## src/rtl/hd_pkg.sv

```systemverilog
// Shared definitions for the Hamming-distance balancing encoder.
//   hd_width  : width needed to hold a Hamming count of a WIDTH-bit word
//   mode_e    : per-beat encoding mode (bypass or balance)
//   sat_add   : unsigned saturating add used by the statistics counters
package hd_pkg;

    typedef enum logic {
        BYPASS  = 1'b0,
        BALANCE = 1'b1
    } mode_e;

    function automatic int hd_width(input int width);
        return $clog2(width + 1);
    endfunction

    // Operands and limit are zero-extended by the caller; the result never exceeds max_val.
    function automatic logic [31:0] sat_add(input logic [31:0] a,
                                            input logic [31:0] b,
                                            input logic [31:0] max_val);
        logic [32:0] sum_v;
        sum_v = {1'b0, a} + {1'b0, b};
        if (sum_v > {1'b0, max_val}) begin
            return max_val;
        end else begin
            return sum_v[31:0];
        end
    endfunction

endpackage

```

## src/rtl/hd_balance_encoder_if.sv

```systemverilog
// Stream and status bundle of the Hamming-distance balancing encoder.
//   master : stimulus source / output consumer side
//   slave  : encoder side
// Signals: in_valid/in_ready/in_data input stream, balance_en mode select,
// stat_clr statistics clear, out_valid/out_ready output stream, out_data
// primary rail, out_comp dummy rail, out_hd/out_hd_comp/out_hd_sum per-beat
// transition counts, stat_trans/stat_beats saturating statistics.
interface hd_balance_encoder_if #(
    parameter int WIDTH = 8,
    parameter int ACC_W = 16
);
    import hd_pkg::*;

    localparam int HD_W = hd_width(WIDTH);

    logic             in_valid;
    logic             in_ready;
    logic [WIDTH-1:0] in_data;
    logic             balance_en;
    logic             stat_clr;
    logic             out_valid;
    logic             out_ready;
    logic [WIDTH-1:0] out_data;
    logic [WIDTH-1:0] out_comp;
    logic [HD_W-1:0]  out_hd;
    logic [HD_W-1:0]  out_hd_comp;
    logic [HD_W-1:0]  out_hd_sum;
    logic [ACC_W-1:0] stat_trans;
    logic [ACC_W-1:0] stat_beats;

    modport master (
        output in_valid, in_data, balance_en, stat_clr, out_ready,
        input  in_ready, out_valid, out_data, out_comp, out_hd,
               out_hd_comp, out_hd_sum, stat_trans, stat_beats
    );

    modport slave (
        input  in_valid, in_data, balance_en, stat_clr, out_ready,
        output in_ready, out_valid, out_data, out_comp, out_hd,
               out_hd_comp, out_hd_sum, stat_trans, stat_beats
    );

endinterface

```

## src/rtl/hd_popcount.sv

```systemverilog
// Combinational population count.
//   vec   : input vector, WIDTH bits
//   count : number of set bits in vec, HD_W bits
module hd_popcount #(
    parameter int WIDTH = 8,
    parameter int HD_W  = 4
) (
    input  logic [WIDTH-1:0] vec,
    output logic [HD_W-1:0]  count
);

    // Ripple sum of the individual bits.
    always_comb begin
        count = {HD_W{1'b0}};
        for (int i = 0; i < WIDTH; i++) begin
            count = count + HD_W'(vec[i]);
        end
    end

endmodule

```

## src/rtl/hd_balance_encoder.sv

```systemverilog
// Hamming-distance balancing encoder. Every accepted word goes out on the
// primary rail; the dummy rail toggles its k = WIDTH - hd lowest bits so the
// combined transitions per beat equal WIDTH (balance mode), or holds still
// (bypass mode). Outputs are registered behind a valid/ready handshake and
// delivered beats feed saturating transition/beat statistics.
//   clk : clock, rising edge
//   rst : synchronous active-high reset
//   bus : hd_balance_encoder_if slave modport (streams, mode, statistics)
module hd_balance_encoder
    import hd_pkg::*;
#(
    parameter int WIDTH = 8,
    parameter int ACC_W = 16
) (
    input  logic                 clk,
    input  logic                 rst,
    hd_balance_encoder_if.slave  bus
);

    localparam int          HD_W    = hd_width(WIDTH);
    localparam logic [31:0] ACC_MAX = 32'((64'd1 << ACC_W) - 64'd1);

    logic [WIDTH-1:0] prev_data_r;
    logic [WIDTH-1:0] prev_comp_r;
    logic             out_valid_r;
    logic [WIDTH-1:0] out_data_r;
    logic [WIDTH-1:0] out_comp_r;
    logic [HD_W-1:0]  out_hd_r;
    logic [HD_W-1:0]  out_hd_comp_r;
    logic [HD_W-1:0]  out_hd_sum_r;
    logic [ACC_W-1:0] stat_trans_r;
    logic [ACC_W-1:0] stat_beats_r;

    logic             in_ready_s;
    logic             accept_s;
    logic             deliver_s;
    mode_e            mode_s;
    logic [WIDTH-1:0] diff_s;
    logic [HD_W-1:0]  hd_s;
    logic [HD_W-1:0]  k_s;
    logic [WIDTH-1:0] mask_s;
    logic [WIDTH-1:0] new_comp_s;
    logic [HD_W-1:0]  hd_comp_s;
    logic [HD_W-1:0]  hd_sum_s;

    // Ready whenever the output slot is empty or being drained this cycle; held low in reset.
    always_comb begin
        if (rst) begin
            in_ready_s = 1'b0;
        end else begin
            in_ready_s = !out_valid_r || bus.out_ready;
        end
    end

    assign accept_s  = bus.in_valid && in_ready_s;
    assign deliver_s = out_valid_r && bus.out_ready;
    assign mode_s    = mode_e'(bus.balance_en);
    assign diff_s    = bus.in_data ^ prev_data_r;

    hd_popcount #(
        .WIDTH (WIDTH),
        .HD_W  (HD_W)
    ) u_popcount (
        .vec   (diff_s),
        .count (hd_s)
    );

    assign k_s = HD_W'(WIDTH) - hd_s;

    // Low mask (1 << k) - 1 built bitwise so k = WIDTH yields all ones without overflow.
    always_comb begin
        mask_s = {WIDTH{1'b0}};
        for (int i = 0; i < WIDTH; i++) begin
            if (i < int'(k_s)) begin
                mask_s[i] = 1'b1;
            end else begin
                mask_s[i] = 1'b0;
            end
        end
    end

    // Next dummy word and its transition count for the incoming beat.
    always_comb begin
        new_comp_s = prev_comp_r;
        hd_comp_s  = {HD_W{1'b0}};
        case (mode_s)
            BALANCE: begin
                new_comp_s = prev_comp_r ^ mask_s;
                hd_comp_s  = k_s;
            end
            BYPASS: begin
                new_comp_s = prev_comp_r;
                hd_comp_s  = {HD_W{1'b0}};
            end
            default: begin
                new_comp_s = prev_comp_r;
                hd_comp_s  = {HD_W{1'b0}};
            end
        endcase
        hd_sum_s = hd_s + hd_comp_s;
    end

    // History follows accepted beats only, so a stalled output never disturbs it.
    always_ff @(posedge clk) begin
        if (rst) begin
            prev_data_r <= {WIDTH{1'b0}};
            prev_comp_r <= {WIDTH{1'b0}};
        end else if (accept_s) begin
            prev_data_r <= bus.in_data;
            prev_comp_r <= new_comp_s;
        end
    end

    // Output stage: loads on accept, empties on a deliver with no replacement.
    always_ff @(posedge clk) begin
        if (rst) begin
            out_valid_r   <= 1'b0;
            out_data_r    <= {WIDTH{1'b0}};
            out_comp_r    <= {WIDTH{1'b0}};
            out_hd_r      <= {HD_W{1'b0}};
            out_hd_comp_r <= {HD_W{1'b0}};
            out_hd_sum_r  <= {HD_W{1'b0}};
        end else if (accept_s) begin
            out_valid_r   <= 1'b1;
            out_data_r    <= bus.in_data;
            out_comp_r    <= new_comp_s;
            out_hd_r      <= hd_s;
            out_hd_comp_r <= hd_comp_s;
            out_hd_sum_r  <= hd_sum_s;
        end else if (deliver_s) begin
            out_valid_r   <= 1'b0;
        end
    end

    // Statistics: a clear coinciding with a deliver restarts from that beat.
    always_ff @(posedge clk) begin
        if (rst) begin
            stat_trans_r <= {ACC_W{1'b0}};
            stat_beats_r <= {ACC_W{1'b0}};
        end else if (deliver_s) begin
            if (bus.stat_clr) begin
                stat_trans_r <= ACC_W'(out_hd_sum_r);
                stat_beats_r <= ACC_W'(1'b1);
            end else begin
                stat_trans_r <= ACC_W'(sat_add(32'(stat_trans_r), 32'(out_hd_sum_r), ACC_MAX));
                stat_beats_r <= ACC_W'(sat_add(32'(stat_beats_r), 32'd1, ACC_MAX));
            end
        end else if (bus.stat_clr) begin
            stat_trans_r <= {ACC_W{1'b0}};
            stat_beats_r <= {ACC_W{1'b0}};
        end
    end

    assign bus.in_ready    = in_ready_s;
    assign bus.out_valid   = out_valid_r;
    assign bus.out_data    = out_data_r;
    assign bus.out_comp    = out_comp_r;
    assign bus.out_hd      = out_hd_r;
    assign bus.out_hd_comp = out_hd_comp_r;
    assign bus.out_hd_sum  = out_hd_sum_r;
    assign bus.stat_trans  = stat_trans_r;
    assign bus.stat_beats  = stat_beats_r;

endmodule

```

## src/flat_wrapper.sv

```systemverilog
// flat-port wrapper written by rule: the top's interface ports become plain ports
module hd_balance_encoder_flat import hd_pkg::*;
#(
    parameter int WIDTH = 8,
    parameter int ACC_W = 16
)
  (clk, rst, bus_in_valid, bus_in_data, bus_balance_en, bus_stat_clr, bus_out_ready, bus_in_ready, bus_out_valid, bus_out_data, bus_out_comp, bus_out_hd, bus_out_hd_comp, bus_out_hd_sum, bus_stat_trans, bus_stat_beats);
  hd_balance_encoder_if #(.WIDTH(WIDTH), .ACC_W(ACC_W)) bus_i ();
  input  logic clk;
  input  logic rst;
  input wire logic [$bits(bus_i.in_valid)-1:0] bus_in_valid;
  input wire logic [$bits(bus_i.in_data)-1:0] bus_in_data;
  input wire logic [$bits(bus_i.balance_en)-1:0] bus_balance_en;
  input wire logic [$bits(bus_i.stat_clr)-1:0] bus_stat_clr;
  input wire logic [$bits(bus_i.out_ready)-1:0] bus_out_ready;
  output wire logic [$bits(bus_i.in_ready)-1:0] bus_in_ready;
  output wire logic [$bits(bus_i.out_valid)-1:0] bus_out_valid;
  output wire logic [$bits(bus_i.out_data)-1:0] bus_out_data;
  output wire logic [$bits(bus_i.out_comp)-1:0] bus_out_comp;
  output wire logic [$bits(bus_i.out_hd)-1:0] bus_out_hd;
  output wire logic [$bits(bus_i.out_hd_comp)-1:0] bus_out_hd_comp;
  output wire logic [$bits(bus_i.out_hd_sum)-1:0] bus_out_hd_sum;
  output wire logic [$bits(bus_i.stat_trans)-1:0] bus_stat_trans;
  output wire logic [$bits(bus_i.stat_beats)-1:0] bus_stat_beats;
  assign bus_i.in_valid = bus_in_valid;
  assign bus_i.in_data = bus_in_data;
  assign bus_i.balance_en = bus_balance_en;
  assign bus_i.stat_clr = bus_stat_clr;
  assign bus_i.out_ready = bus_out_ready;
  assign bus_in_ready = bus_i.in_ready;
  assign bus_out_valid = bus_i.out_valid;
  assign bus_out_data = bus_i.out_data;
  assign bus_out_comp = bus_i.out_comp;
  assign bus_out_hd = bus_i.out_hd;
  assign bus_out_hd_comp = bus_i.out_hd_comp;
  assign bus_out_hd_sum = bus_i.out_hd_sum;
  assign bus_stat_trans = bus_i.stat_trans;
  assign bus_stat_beats = bus_i.stat_beats;
  hd_balance_encoder #(.WIDTH(WIDTH), .ACC_W(ACC_W)) u_core (.clk(clk), .rst(rst), .bus(bus_i));
endmodule
```

## config.mk

```make
export PLATFORM = sky130hd
export DESIGN_NAME = hd_balance_encoder_flat
export DESIGN_NICKNAME = d
export VERILOG_FILES = /design/src/rtl/hd_pkg.sv /design/src/rtl/hd_balance_encoder_if.sv /design/src/rtl/hd_popcount.sv /design/src/rtl/hd_balance_encoder.sv /design/src/flat_wrapper.sv
export SDC_FILE = /design/constraint.sdc
export NUM_CORES = 1
export LEC_CHECK = 0
export BUFFER_PORTS_ARGS = -buffer_cell sky130_fd_sc_hd__buf_4
export CORE_UTILIZATION = 53
export DETAILED_ROUTE_END_ITERATION = 10
export PLACE_DENSITY = 0.8
export RECOVER_POWER = 25
export SYNTH_ARGS = -nofsm -noshare
export SYNTH_HDL_FRONTEND = slang
export SYNTH_HIERARCHICAL = 1
export SYNTH_SLANG_ARGS = --single-unit
export TNS_END_PERCENT = 10
```

## constraint.sdc

```tcl
create_clock -name clk -period 13.5 [get_ports clk]
set_clock_uncertainty 0.05 [all_clocks]
set_input_delay 2.025 -clock clk [delete_from_list [all_inputs] [get_ports clk]]
set_output_delay 2.025 -clock clk [all_outputs]
set_load 0.1 [all_outputs]
```

### Word-level counts from Yosys, hierarchy flattened

Index checks and enable logic that the tools add are counted.

* bitwise logic cells: 3
* multiply operators: 0
* shifts and indexed selects: 0
* divide/modulo/power cells: 0
* mux-type cells: 20
* eq/ne operators: 0
* add/subtract/negate cells: 11
* reductions and logical operators: 7
* $lt $le $gt $ge: 10

Operators by type and width (count)
* $mux 16: 7
* $gt 17x16->1 const B: 2
* $add 16x1->17 const B: 1
* $add 16x4->17: 1
* $add 4x1->4: 4
* $lt 3x4->1 const A: 4
* $xor 8x8->8: 2
* $mux 1: 11
* $lt 1x4->1 const A: 2
* $lt 2x4->1 const A: 2
* $mux 8: 1
* $pmux 4 s2: 1
* $add 3x1->4: 1
* $add 4x4->4: 1
* $reduce_bool 2->1: 2
* $sub 4x4->4 const A: 1
* $add 2x1->3: 1
* $add 1x1->2: 1
* $logic_and 1x1->1: 2
* $reduce_and 2->1: 1
* $logic_not 1->1: 1
* $logic_or 1x1->1: 1
* $not 1->1: 1

* memory bits (read-only): 0
* input bits: 14
* latch bits: 0
* bits in writable memories: 0
* memories: 0
* word-level logic and storage cells: 59
* flip-flop bits (word level): 61
* output and inout port bits: 62

### Depth between registers and ports, before layout

* depth in word-level cells: 13
* mapped depth: 19
* depth with buffers taken out: 18

### Hierarchy

The synthesis kept the hierarchy.

Modules (own cells, without submodules)
* hd_balance_encoder: seq. area each 1221.2 µm², cells each 382, area an instance 3145.5 µm², times used 1
* hd_popcount: seq. area each 0.0 µm², cells each 18, area an instance 167.7 µm², times used 1

### Worst setup path after synthesis

No wires, ideal clock.

* path type: input to register
* from: in bus_in_data[3]
* to: reg u_core.out_hd_sum_r[3] (netlist: u_core/bus.out_hd_sum[3])
* cell stages on the path: 19
* slack: 7658 ps
* setup time: 74 ps
* buffers on the path: 1
* data arrival time: 5718 ps
* cells stage by stage: xor2_1 -> fa_1 -> inv_1 -> fa_1 -> inv_1 -> ha_1 -> inv_1 -> fa_1 -> inv_1 -> clkbuf_1 -> inv_1 -> ha_1 -> xnor2_1 -> and2_1 -> ha_1 -> nor2_1 -> o311ai_0 -> o21ai_0 -> o21ai_0

* cells in the longest elaborated chain, start to end: 9

RTL lines
* from (decl): RTL line flat_wrapper.sv:12 `input wire logic [$bits(bus_i.in_data)-1:0] bus_in_data;`
* $xor 8x8->8: RTL line hd_balance_encoder.sv:58 `assign diff_s = bus.in_data ^ prev_data_r;`
* $add 3x1->4: RTL line hd_popcount.sv:16 `count = count + HD_W'(vec[i]);`
* $add 4x1->4 (4 in series): RTL line hd_popcount.sv:16
* net u_core.hd_s[1]: RTL line hd_balance_encoder.sv:39 `logic [HD_W-1:0] hd_s;`
* $sub 4x4->4: RTL line hd_balance_encoder.sv:68 `assign k_s = HD_W'(WIDTH) - hd_s;`
* $pmux 4 s2: RTL line hd_balance_encoder.sv:86 `case (mode_s)`
* net u_core.hd_comp_s[2]: RTL line hd_balance_encoder.sv:43 `logic [HD_W-1:0] hd_comp_s;`
* $add 4x4->4: RTL line hd_balance_encoder.sv:100 `hd_sum_s = hd_s + hd_comp_s;`
* to (signal assigned): RTL line hd_balance_encoder.sv:122 `out_hd_sum_r <= {HD_W{1'b0}};`
* to (signal assigned): RTL line hd_balance_encoder.sv:129 `out_hd_sum_r <= hd_sum_s;`
* to (decl): RTL line hd_balance_encoder.sv:30 `logic [HD_W-1:0] out_hd_sum_r;`

The timed path passes the listed nets, and every way through them passes these cells.
A chain may end at the register's enable or synchronous reset.

### Worst setup path in the final report

* from: in bus_in_data[3]
* to: reg u_core.out_hd_sum_r[3] (netlist: u_core/bus.out_hd_sum[3])

* cells in the longest elaborated chain, start to end: 9

RTL lines
* $xor 8x8->8: RTL line hd_balance_encoder.sv:58
* net u_core.diff_s[3]: RTL line hd_balance_encoder.sv:38 `logic [WIDTH-1:0] diff_s;`
* $add 3x1->4: RTL line hd_popcount.sv:16
* $add 4x1->4 (4 in series): RTL line hd_popcount.sv:16
* net u_core.hd_s[1]: RTL line hd_balance_encoder.sv:39
* $sub 4x4->4: RTL line hd_balance_encoder.sv:68
* $pmux 4 s2: RTL line hd_balance_encoder.sv:86
* net u_core.hd_comp_s[2]: RTL line hd_balance_encoder.sv:43
* $add 4x4->4: RTL line hd_balance_encoder.sv:100

The timed path passes the listed nets, and every way through them passes these cells.

==> metrics.txt <==
clock power share 20.7%; minimum clock period 5790 ps; Post-synth EDFFs 0; Hold Buf Count CTS 0; layout cells sized above 1 17.0%; cell area after synthesis 3310 sq um; CP Launch Type primary input; peak per-stage delay on the critical path 530 ps; count of final hold-check violations 0; DRT iter0 DRCs 147; synth top area cells dfxtp_1, ha_1, a21oi_1; outcome finished, final reports clean; Crit path arrival time 5990 ps; count of input and output buffers 75; #FFs+latches synth 61; max cap viols 0; multi-input logic area 1920 sq um; vias in the first global route 2,854; Reg power frac 27.3%; ys flop type dfxtp_1; Synth area leader dfxtp_1; fmax 0.173 GHz; Register Area 1220 sq um; DRC 0; Antenna diodes 0; Rel. slew slack 19.5%; Slew @ Worst Pin 1210 ps; H-tree levels 3; min-delay worst type reg2reg; most used cell along the critical path inv_1; clk slew on worst S/H paths 70 ps; Area Overhead vs Synth 21.3%; nets 499; PD cells 196 nW/um^2; NetSw 0.000392 W; Final TNS setup 0 ps; RSZ-0062 raised after global routing false; Gate Count Post-Synth 400; most frequent cell after synthesis dfxtp_1; clock sink count 61; die width 81.1 um; largest net degree at the start of global routing 33; First-pass DRT Iterations 4; global-route wire length before repair 12.8 mm; Async SR Flop Fraction 0%; Starting Density 55.3%; synth warn 6; critical path, cell by cell buf_4 > xor2_1 > fa_1 > inv_1 > fa_1 > inv_1 > ha_1 > inv_1 > fa_1 > inv_1 > inv_1 > ha_1 > xnor2_1 > and2_1 > ha_1 > nor2_1 > o311ai_0 > o21ai_0 > o21ai_0; I/O pins 76; DP Wirelength 5.53 mm; Logic pwr share 52.0%; CP Class in2reg; CP Capture Type register; core area 5990 sq um; GRT Overall Usage 25.5%; critical path required time 13,700 ps; final setup violating endpoints 0; fin crit share 42.9%; Via density 5.78; post-synthesis cell type count 52; slowest stage cell, crit path fa_1; die area 6570 sq um; final RePlAce weighted congestion 0.856; CTS Root Cell clkbuf_8; Int Pwr 0.000398 W; commonest cells in the netlist dfxtp_1, nand2_1, nor2_1; initial antenna violation count 0; crit-path max FO 8; worst skew pair latency 340 ps; part of the Yosys area used for sequential elements 36.9%; Num CTS Buffers 9; final count of pins violating max slew 0; post-route ant nets 0; Die H 81.1 um; WL/cell 14.5 um; gr ovfl total 0; Avg Cell Area, Syn 8.28 sq um; clk buf depth 2; CTS tree done; fillers 518; Site Rows 28; WL final 7.91 mm; post-CTS setup buffer count 0; CTS resizes 0; via count 3,155; final core utilization 67.1%; VDD IR max 0.000143 V; top cell type's share of synthesized area 36.9%; switching part of the total 49.6%; Leak Pwr 1.65 nW; Mapped Nets 433
==> path summary, 6_finish.rpt <==
path                                       startpoint                                    end  slack (ps)  cells after the start
setup / recovery                       bus_in_data[3]  u_core/bus.out_hd_sum[3]$_SDFFE_PP0P_        7710                     19
hold / removal      u_core/bus.out_hd[2]$_SDFFE_PP0P_      u_core/bus.out_hd[2]$_SDFFE_PP0P_         410                      2
setup reg to reg  u_core/bus.out_data[3]$_SDFFE_PP0P_  u_core/bus.out_hd_sum[3]$_SDFFE_PP0P_        9150                     18
hold reg to reg     u_core/bus.out_hd[2]$_SDFFE_PP0P_      u_core/bus.out_hd[2]$_SDFFE_PP0P_         410                      2
==> worst max-delay path, delay by kind of cell <==
kind	cells	cell delay, ps
fa+ha+maj	6	2170
buf+inv	6	610
compound gates	3	600
xor+xnor	2	320
simple gates	2	270
==> registers in the layout (all words and copies together), names as in the netlist <==
| name | count |
|---|---|
| u_core/bus.out_data | 8 |
| u_core/bus.out_hd_comp | 4 |
| u_core/bus.stat_beats | 16 |
| u_core/bus.out_hd | 4 |
| u_core/bus.out_valid | 1 |
| u_core/bus.stat_trans | 16 |
| u_core/bus.out_comp | 8 |
| u_core/bus.out_hd_sum | 4 |
==> routing by layer <==
| metal | track usage, % | up-vias | wire length, um |
|---|---|---|---|
| li1 | - | 1564 | - |
| met1 | 31.0 | 1474 | 3570 |
| met2 | 42.8 | 103 | 3770 |
| met3 | 4.04 | 14 | 425 |
| met4 | 14.3 | 0 | 143 |
| met5 | 0 | - | 0 |
==> kinds of logic (layout without fill, tap and decap cells) <==
kind of cell    after synthesis  count (layout)  share of synthesized area, %
compound gates              106             106                          22.0
xor+xnor                     22              22                          5.82
fa+ha+maj                    19              19                          8.31
buf+inv                      45             116                          5.32
flops                        61              61                          36.9
mux                           1               1                         0.302
simple gates                146             146                          21.4
==> metrics by stage <==
stage	hold slack, ps	total power, W	setup slack (ps)	std cells	cell area (sq um)
after floorplan	837	0.000551	7660	400	3310
after global placement	397	0.000619	7560	530	3890
after detailed placement	400	0.000632	7400	530	3890
after CTS	411	0.000799	7750	546	4100
after global routing	412	0.000836	7400	546	4020
final	410	0.000789	7710	546	4020
==> layout make-up <==
type	count	area share, %
inverters	23	2.15
clock buffers	9	3.08
multi-input cells	294	47.7
flip-flops and latches	61	30.4
clock inverters	7	1.90
well taps	75	2.33
repair buffers	77	12.5
==> cells in the final DEF, fill, tap and decap left out, types with 8 or more instances in the layout <==
master	instances
a21oi_1	29
a311oi_1	8
a31oi_1	13
and3_1	9
buf_4	57
clkbuf_1	20
clkbuf_8	9
dfxtp_1	61
ha_1	14
inv_1	23
nand2_1	38
nand3_1	23
nor2_1	37
o21ai_0	16
xnor2_1	12
xor2_1	10
==> power groups by stage <==
stage	clock network [W]	registers, W	logic (W)
final	0.000164	0.000215	0.000410
after detailed placement	0	0.000220	0.000412
after global routing	0.000173	0.000218	0.000445
after CTS	0.000167	0.000216	0.000416
after global placement	0	0.000220	0.000400
after floorplan	0	0.000360	0.000192
Note: power is estimated with default switching activity, not from simulation.
